## src/rtl/johnson_pkg.sv

```systemverilog
// Shared types and code constants for the Johnson counter phase monitor.
package johnson_pkg;

  typedef logic [2:0] phase_t;

  typedef enum logic [1:0] {
    ACQ    = 2'd0,
    CHK    = 2'd1,
    LOCKED = 2'd2,
    FAULT  = 2'd3
  } mon_state_t;

  // Legal 4-bit Johnson codes, packed {q0,q1,q2,q3}, indexed by phase.
  localparam logic [3:0] CODE_P0 = 4'b0000;
  localparam logic [3:0] CODE_P1 = 4'b1000;
  localparam logic [3:0] CODE_P2 = 4'b1100;
  localparam logic [3:0] CODE_P3 = 4'b1110;
  localparam logic [3:0] CODE_P4 = 4'b1111;
  localparam logic [3:0] CODE_P5 = 4'b0111;
  localparam logic [3:0] CODE_P6 = 4'b0011;
  localparam logic [3:0] CODE_P7 = 4'b0001;

endpackage

```

## src/rtl/johnson_decode.sv

```systemverilog
// Combinational decode of a Johnson code to its phase index and a legality flag.
module johnson_decode
  import johnson_pkg::*;
(
  input  logic [3:0] jc,
  output phase_t     phase,
  output logic       legal
);

  always_comb begin
    phase = 3'd0;
    legal = 1'b1;
    case (jc)
      CODE_P0: phase = 3'd0;
      CODE_P1: phase = 3'd1;
      CODE_P2: phase = 3'd2;
      CODE_P3: phase = 3'd3;
      CODE_P4: phase = 3'd4;
      CODE_P5: phase = 3'd5;
      CODE_P6: phase = 3'd6;
      CODE_P7: phase = 3'd7;
      default: legal = 1'b0;
    endcase
  end

endmodule

```

## src/rtl/johnson_phase_monitor.sv

```systemverilog
// Samples a 4-bit Johnson counter, tracks sequence lock, and reports phase,
// revolutions and sequencing errors. All outputs are registered.
module johnson_phase_monitor
  import johnson_pkg::*;
#(
  parameter int CNT_W = 8
) (
  input  logic             clk,
  input  logic             rst,
  input  logic [3:0]       jc,
  input  logic             clr,
  output logic [2:0]       phase,
  output logic             phase_valid,
  output logic             locked,
  output logic             seq_err,
  output logic             fault,
  output logic             wrap,
  output logic [CNT_W-1:0] wrap_cnt,
  output logic [CNT_W-1:0] err_cnt,
  output logic [1:0]       state_dbg
);

  phase_t           dec_phase;
  logic             dec_legal;
  mon_state_t       state;
  mon_state_t       state_next;
  phase_t           exp_ph;
  phase_t           exp_next;
  logic             hit;
  logic             lock_err;
  logic             lock_wrap;
  logic [CNT_W-1:0] err_base;

  johnson_decode u_decode (
    .jc    (jc),
    .phase (dec_phase),
    .legal (dec_legal)
  );

  assign hit       = dec_legal && (dec_phase == exp_ph);
  assign lock_err  = (state == LOCKED) && !hit;
  assign lock_wrap = (state == LOCKED) && hit && (dec_phase == 3'd0);
  // clr clears first so a coincident lock error still leaves a count of one.
  assign err_base  = clr ? '0 : err_cnt;
  assign state_dbg = state;

  always_comb begin
    state_next = state;
    exp_next   = exp_ph;
    case (state)
      ACQ: begin
        if (dec_legal) begin
          state_next = CHK;
          exp_next   = dec_phase + 3'd1;
        end
      end
      CHK: begin
        if (!dec_legal) begin
          state_next = ACQ;
        end else if (hit) begin
          state_next = LOCKED;
          exp_next   = exp_ph + 3'd1;
        end else begin
          exp_next   = dec_phase + 3'd1;
        end
      end
      LOCKED: begin
        if (hit) exp_next = exp_ph + 3'd1;
        else     state_next = FAULT;
      end
      FAULT:   state_next = ACQ;
      default: state_next = ACQ;
    endcase
  end

  always_ff @(posedge clk) begin
    if (rst) begin
      state       <= ACQ;
      exp_ph      <= 3'd0;
      phase       <= 3'd0;
      phase_valid <= 1'b0;
      locked      <= 1'b0;
      seq_err     <= 1'b0;
      fault       <= 1'b0;
      wrap        <= 1'b0;
      wrap_cnt    <= '0;
      err_cnt     <= '0;
    end else begin
      state       <= state_next;
      exp_ph      <= exp_next;
      phase       <= dec_phase;
      phase_valid <= dec_legal;
      locked      <= (state_next == LOCKED);
      seq_err     <= lock_err;
      wrap        <= lock_wrap;
      if (lock_wrap) wrap_cnt <= wrap_cnt + 1'b1;
      if (lock_err) begin
        fault   <= 1'b1;
        err_cnt <= (err_base == '1) ? err_base : err_base + 1'b1;
      end else if (clr) begin
        fault   <= 1'b0;
        err_cnt <= '0;
      end
    end
  end

endmodule

```

## config.mk

```make
export PLATFORM = sky130hd
export DESIGN_NAME = johnson_phase_monitor
export DESIGN_NICKNAME = d
export VERILOG_FILES = /design/src/rtl/johnson_pkg.sv /design/src/rtl/johnson_decode.sv /design/src/rtl/johnson_phase_monitor.sv
export SDC_FILE = /design/constraint.sdc
export NUM_CORES = 1
export LEC_CHECK = 0
export CAP_MARGIN = 15
export CORE_MARGIN = 2
export CORE_UTILIZATION = 30
export CTS_CLUSTER_DIAMETER = 150
export DETAILED_ROUTE_END_ITERATION = 16
export PLACE_DENSITY = 0.58
export SLEW_MARGIN = 25
export SYNTH_ARGS = -nofsm -noshare
export SYNTH_HDL_FRONTEND = slang
export SYNTH_SLANG_ARGS = --single-unit
```

## constraint.sdc

```tcl
create_clock -name clk -period 2.1 [get_ports clk]
set_input_delay 0.21 -clock clk [delete_from_list [all_inputs] [get_ports clk]]
set_output_delay 0.21 -clock clk [all_outputs]
set_load 0.01 [all_outputs]
```

* After elaboration in Yosys (flattened, before gate mapping)
Cells that the tools add are included.
** Cells by class
- Add/sub/neg operators :: 4
- Reductions and logical operators :: 12
- Eq/ne operators :: 16
- Muxes and demuxes :: 17
** Operators by type and width (number)
- 2-to-1 mux 8 bit :: 3
- case mux 3 bit (7 select lines) :: 1
- adder 8 x 1 -> 8 bit (second input constant) :: 2
- == test 4 bit (second input constant) :: 4
- 2-to-1 mux 3 bit :: 4
- case mux 3 bit (3 select lines) :: 1
- == test 8 bit (second input constant) :: 1
- 2-to-1 mux 2 bit :: 4
- case mux 2 bit (4 select lines) :: 1
- OR reduction 8 bit :: 1
- adder 3 x 1 -> 3 bit (second input constant) :: 2
- == test 2 bit (second input constant) :: 3
- inequality test 2 bit (second input constant) :: 3
- == test 4 x 1 -> 1 bit (second input constant) :: 1
- == test 4 x 2 -> 1 bit (second input constant) :: 1
- == test 4 x 3 -> 1 bit (second input constant) :: 1
- logical AND 1 bit :: 4
- logical NOT 4 bit :: 1
- AND reduction 4 bit :: 1
- == test 3 bit :: 1
- logical NOT 3 bit :: 1
- 2-to-1 mux 1 bit :: 3
- nonzero test 3 bit :: 1
- == test 2 x 1 -> 1 bit (second input constant) :: 1
- 3 further kinds :: 3
** Storage, ports and cells
- Bits in registers :: 29
- Logic and storage cells :: 59

* Logic depth before layout (Yosys ltp)
- Depth after elaboration :: 8
- Gate-level depth with buffers :: 12
- Depth with buffers taken out :: 11

* Modules after synthesis
Synthesis repeated with hierarchy kept, for this count alone.
** Second synthesis, totals
- Cells, all modules :: 195
- Area total of the unflattened synthesis :: 1646.6 sq um
** By module, submodules not included
- johnson_phase_monitor :: cells an instance 181, area each 1572.8 sq um, times used 1
- johnson_decode :: cells an instance 14, area each 73.8 sq um, times used 1

* Worst setup path after synthesis
OpenSTA, ideal clock, no wires.
- Kind :: input-to-reg
- Start point :: input port jc[0]
- End point :: register exp_ph[2]
- Data arrival time :: 2013 ps
- Library setup time :: 75 ps
- Stages on the path :: 11
- Path slack :: 12 ps
- Required time :: 2025 ps
- Cells stage by stage :: or2b_1 -> and2_0 -> or3_1 -> inv_1 -> ha_1 -> inv_1 -> a31oi_1 -> o21ai_0 -> and2_1 -> o311a_1 -> o22ai_1
** Between the ends
- Longest elaborated chain between the ends :: 7
- Elaborated cells on any way between the ends :: 22
** Ends and longest elaborated chain
- from (decl) :: line johnson_phase_monitor.sv:10 : input logic [3:0] jc,
- == test 4 x 1 -> 1 bit (tied with other cells) :: line johnson_decode.sv:13 : case (jc)
- case mux 3 bit (7 select lines) * :: line johnson_decode.sv:13
- net dec_phase[0] :: line johnson_phase_monitor.sv:23 : phase_t dec_phase;
- parallel branches: the longest is 5 deep, another holds adder 3 x 1 -> 3 bit
- to (signal assigned) :: line johnson_phase_monitor.sv:90 : exp_ph <= exp_next;
- to (decl) :: line johnson_phase_monitor.sv:27 : phase_t exp_ph;
Mark *: on every way through the listed nets, which the timed path passes. The select of a mux whose other input is x is not followed.
A chain may end at the register's enable or synchronous reset.

* Final worst setup path
- Start point :: input port jc[2]
- End point :: register wrap_cnt[5]
** Between the ends
- Longest elaborated chain between the ends :: 6
- Elaborated cells on any way between the ends :: 16
** Ends and longest elaborated chain
- == test 4 x 1 -> 1 bit (tied with other cells) :: line johnson_decode.sv:13
- case mux 3 bit (7 select lines) or OR reduction 8 bit (tied branches)
- == test 3 bit or 2-to-1 mux 1 bit (tied branches) :: line johnson_phase_monitor.sv:40, johnson_decode.sv:13
- logical AND 1 bit :: line johnson_phase_monitor.sv:40 : assign hit = dec_legal && (dec_phase == exp_ph);
- logical AND 1 bit :: line johnson_phase_monitor.sv:42 : assign lock_wrap = (state == LOCKED) && hit && (dec_phase == 3'd0);
- logical AND 1 bit * :: line johnson_phase_monitor.sv:42
- to (signal assigned) :: line johnson_phase_monitor.sv:96 : if (lock_wrap) wrap_cnt <= wrap_cnt + 1'b1;
- to (decl) :: line johnson_phase_monitor.sv:18 : output logic [CNT_W-1:0] wrap_cnt,
Every way passes the cells marked *; elsewhere a longest branch is shown, timed or not.

==> results.json <==
{
  "status": "finished, final reports clean",
  "r2r_slack_ps": 170,
  "initial_utilization": 0.308,
  "r2r_start": "state_dbg[1]",
  "cts_tree": "done",
  "min_period_ps": 1960,
  "peakVddDrop_mv": 0.310,
  "yosys_warnings": 0,
  "drv_cap": 0,
  "swShare": 0.307,
  "drc": 0,
  "place.detailed.hpwl_um": 3600,
  "detail-route-antenna-nets": 0,
  "dpl_cell_area_um2": 2560,
  "synth_seq_area_share": 0.299,
  "syn_area_um2": 1940,
  "end_kind": "flip-flop",
  "arrival_ps": 2170,
  "critPathKind": "in -> reg",
  "clk_path_buf_depth": 2,
  "async_flop_share": 0,
  "powerDensity_nw_per_um2": 535,
  "routed.top_layer": "met4",
  "p_seq_frac": 0.423,
  "synth_top_flop_cell": "dfxtp_1",
  "finalCritPeriodShare": 0.931,
  "routed_wl_um": 4780,
  "first_global_vias": 1839,
  "pwr-share-comb": 0.271,
  "path_max_fanout": 11,
  "drt-initial-drc-count": 132,
  "grt_max_degree": 19,
  "synthCells": 227,
  "cts-root-buf": "clkbuf_8",
  "worst_slack_ps": 144,
  "max_clock_freq_mhz": 511,
  "final_util": 0.423,
  "fp-row-count": 29,
  "insertion_delay_ps": 280,
  "p_leak_nw": 1.02,
  "min_from": "wrap_cnt[7]",
  "h-tree-depth": 2,
  "vias": 1927,
  "cts_hold_buf": 0,
  "die_h_um": 84.5,
  "gp_congestion": 0.794,
  "fp.dieW_um": 84.5,
  "drive_gt1_frac": 0.245,
  "grt_usage": 0.141,
  "synth_area_leaders": "dfxtp_1 (30%), ha_1 (6.4%), a21oi_1 (3.6%), nor2_1 (3.5%), buf_6 (2.9%)",
  "seq_area_um2": 583,
  "power.switching_mw": 0.438,
  "setup_violations": 0,
  "grt_remaining_overflow": 0,
  "multi_input_area_um2": 1260,
  "n_fill_cell": 657,
  "min_path_type": "reg -> reg",
  "p_clk_frac": 0.307,
  "dpl_worst_slack_ps": -607,
  "cts_buffers": 5,
  "area_growth_pct": 37.4,
  "worst_slew_pin_slew_ps": 374,
  "holdPathEnd": "wrap_cnt[7]",
  "met1Wirelength_um": 2360,
  "die-area_um2": 7130,
  "fin_area_um2": 2670,
  "min_path_cells": 2,
  "slew-limit-headroom": 0.747,
  "num_io_pins": 33,
  "hold_violations": 0,
  "avgSynthCellArea_um2": 8.55,
  "met3_length_um": 254,
  "drv_slew": 0,
  "start_kind": "input pin",
  "grt_pass1_wl_um": 8340,
  "fin_skew_ps": 10.6,
  "synth-edff-count": 0,
  "clk_pin_slew_ps": 60,
  "p_int_mw": 0.989,
  "synth_nets": 244,
  "wl_per_cell_um": 12.9,
  "netlist.top_cell.by_area": "dfxtp_1",
  "wl_met2_um": 2120,
  "via_per_inst": 5.19,
  "port_buffers": 32,
  "final_nets": 310,
  "coreArea_um2": 6310,
  "cts.sinks": 29,
  "worstReg2RegEnd": "exp_ph[0]",
  "cp_data_required_time_ps": 2310,
  "ys_seq_elements": 29,
  "synth_cell_type_count": 65,
  "yosysTopAreaCellShare": 0.299,
  "n_antenna_cell": 0,
  "worst_r2r_path_depth": 8,
  "drt-pass1-iter-count": 4,
  "grt_antenna_before_repair": 0
}
what timing repair did:
| action | in CTS | in global routing |
|---|---|---|
| gates resized for setup | 6 | 14 |
| setup endpoints to repair | 13 | 7 |
| pin swaps | 1 | 4 |
| buffers inserted | 0 | 1 |
routing by layer:
| layer | track usage | vias to the layer above |
|---|---|---|
| li1 | - | 976 |
| met1 | 0.195 | 895 |
| met2 | 0.216 | 50 |
| met3 | 0.0344 | 6 |
| met4 | 0.0433 | 0 |
| met5 | 0 | - |
worst max-delay path by stage:
stage	endpoint	startpoint	slack [ps]
4_1_cts	exp_ph[2]	jc[3]	4
6_report	wrap_cnt[5]	jc[2]	140
2_1_floorplan	exp_ph[2]	jc[0]	10
3_5_place_dp	exp_ph[2]	jc[0]	-610
5_1_grt	wrap_cnt[5]	jc[2]	-10
3_3_place_gp	exp_ph[2]	jc[0]	-550
power by group through the flow:
stage / Combinational (mW) / Sequential [mW] / Clock, mW
final: 0.386 / 0.603 / 0.438
after global routing: 0.428 / 0.608 / 0.475
after CTS: 0.380 / 0.603 / 0.454
after detailed placement: 0.381 / 0.615 / 0
after global placement: 0.377 / 0.613 / 0
after floorplan: 0.249 / 0.609 / 0
placed cells by master (no fill, tap or decap), drive strengths merged, types with 4 or more instances in the layout:
master / instances
clkbuf: 10
nand2: 11
inv: 11
nor2: 18
o21ai: 14
ha: 10
nor3: 4
and4b: 4
a31oi: 5
nor2b: 8
buf: 40
nand3: 12
dfxtp: 29
and4: 4
and3: 4
or3: 5
clkdlybuf4s50: 28
a21oi: 16
critical path, cell delays in order:
cell and delay (ps):
dlygate4sd2_1 270, and2b_4 260, buf_4 130, o221ai_1 150, buf_4 170, nand4_4 140, nand3_4 150, or4_1 540
a21oi_2 140
kinds of logic after synthesis:
family                   count (synthesis)  share of synthesized area
AO/OA/AOI/OAI                           60                      0.208
XOR/XNOR                                 3                     0.0135
adder cells (fa/ha/maj)                 10                     0.0644
buffers and inverters                   24                     0.0683
flip-flops                              29                      0.299
multiplexers                             4                     0.0219
AND/OR/NAND/NOR                         97                      0.325
synthesized netlist by cell type, types with 8 or more instances:
cell type	number
nand3_1	11
nor2_1	18
ha_1	10
dfxtp_1	29
nor2b_1	8
inv_1	11
o21ai_0	10
nand2_1	11
a21oi_1	14
flip-flops by register name, summed over array words and instances, names as in the netlist:
name / count
locked: 1
err_cnt: 8
state_dbg: 2
wrap_cnt: 8
exp_ph: 3
seq_err: 1
phase: 3
wrap: 1
phase_valid: 1
fault: 1
final cells by class:
cell class / instances / share of cell area
clock buffer: 8 / 0.0300
inverter: 11 / 0.0155
multi-input combinational: 174 / 0.472
sequential: 29 / 0.219
tap: 77 / 0.0361
timing repair buffer: 72 / 0.228
per-stage QoR:
stage                     hold slack (ps)  std cells  TNS, ps  total power, mW
after floorplan                       381        227        0            0.858
after global placement                468        362    -7250            0.991
after detailed placement              480        362    -7630            0.996
after CTS                             487        370        0             1.44
after global routing                  508        371    -9.93             1.51
final                                 478        371        0             1.43
Note: power is estimated with default switching activity, not from simulation.
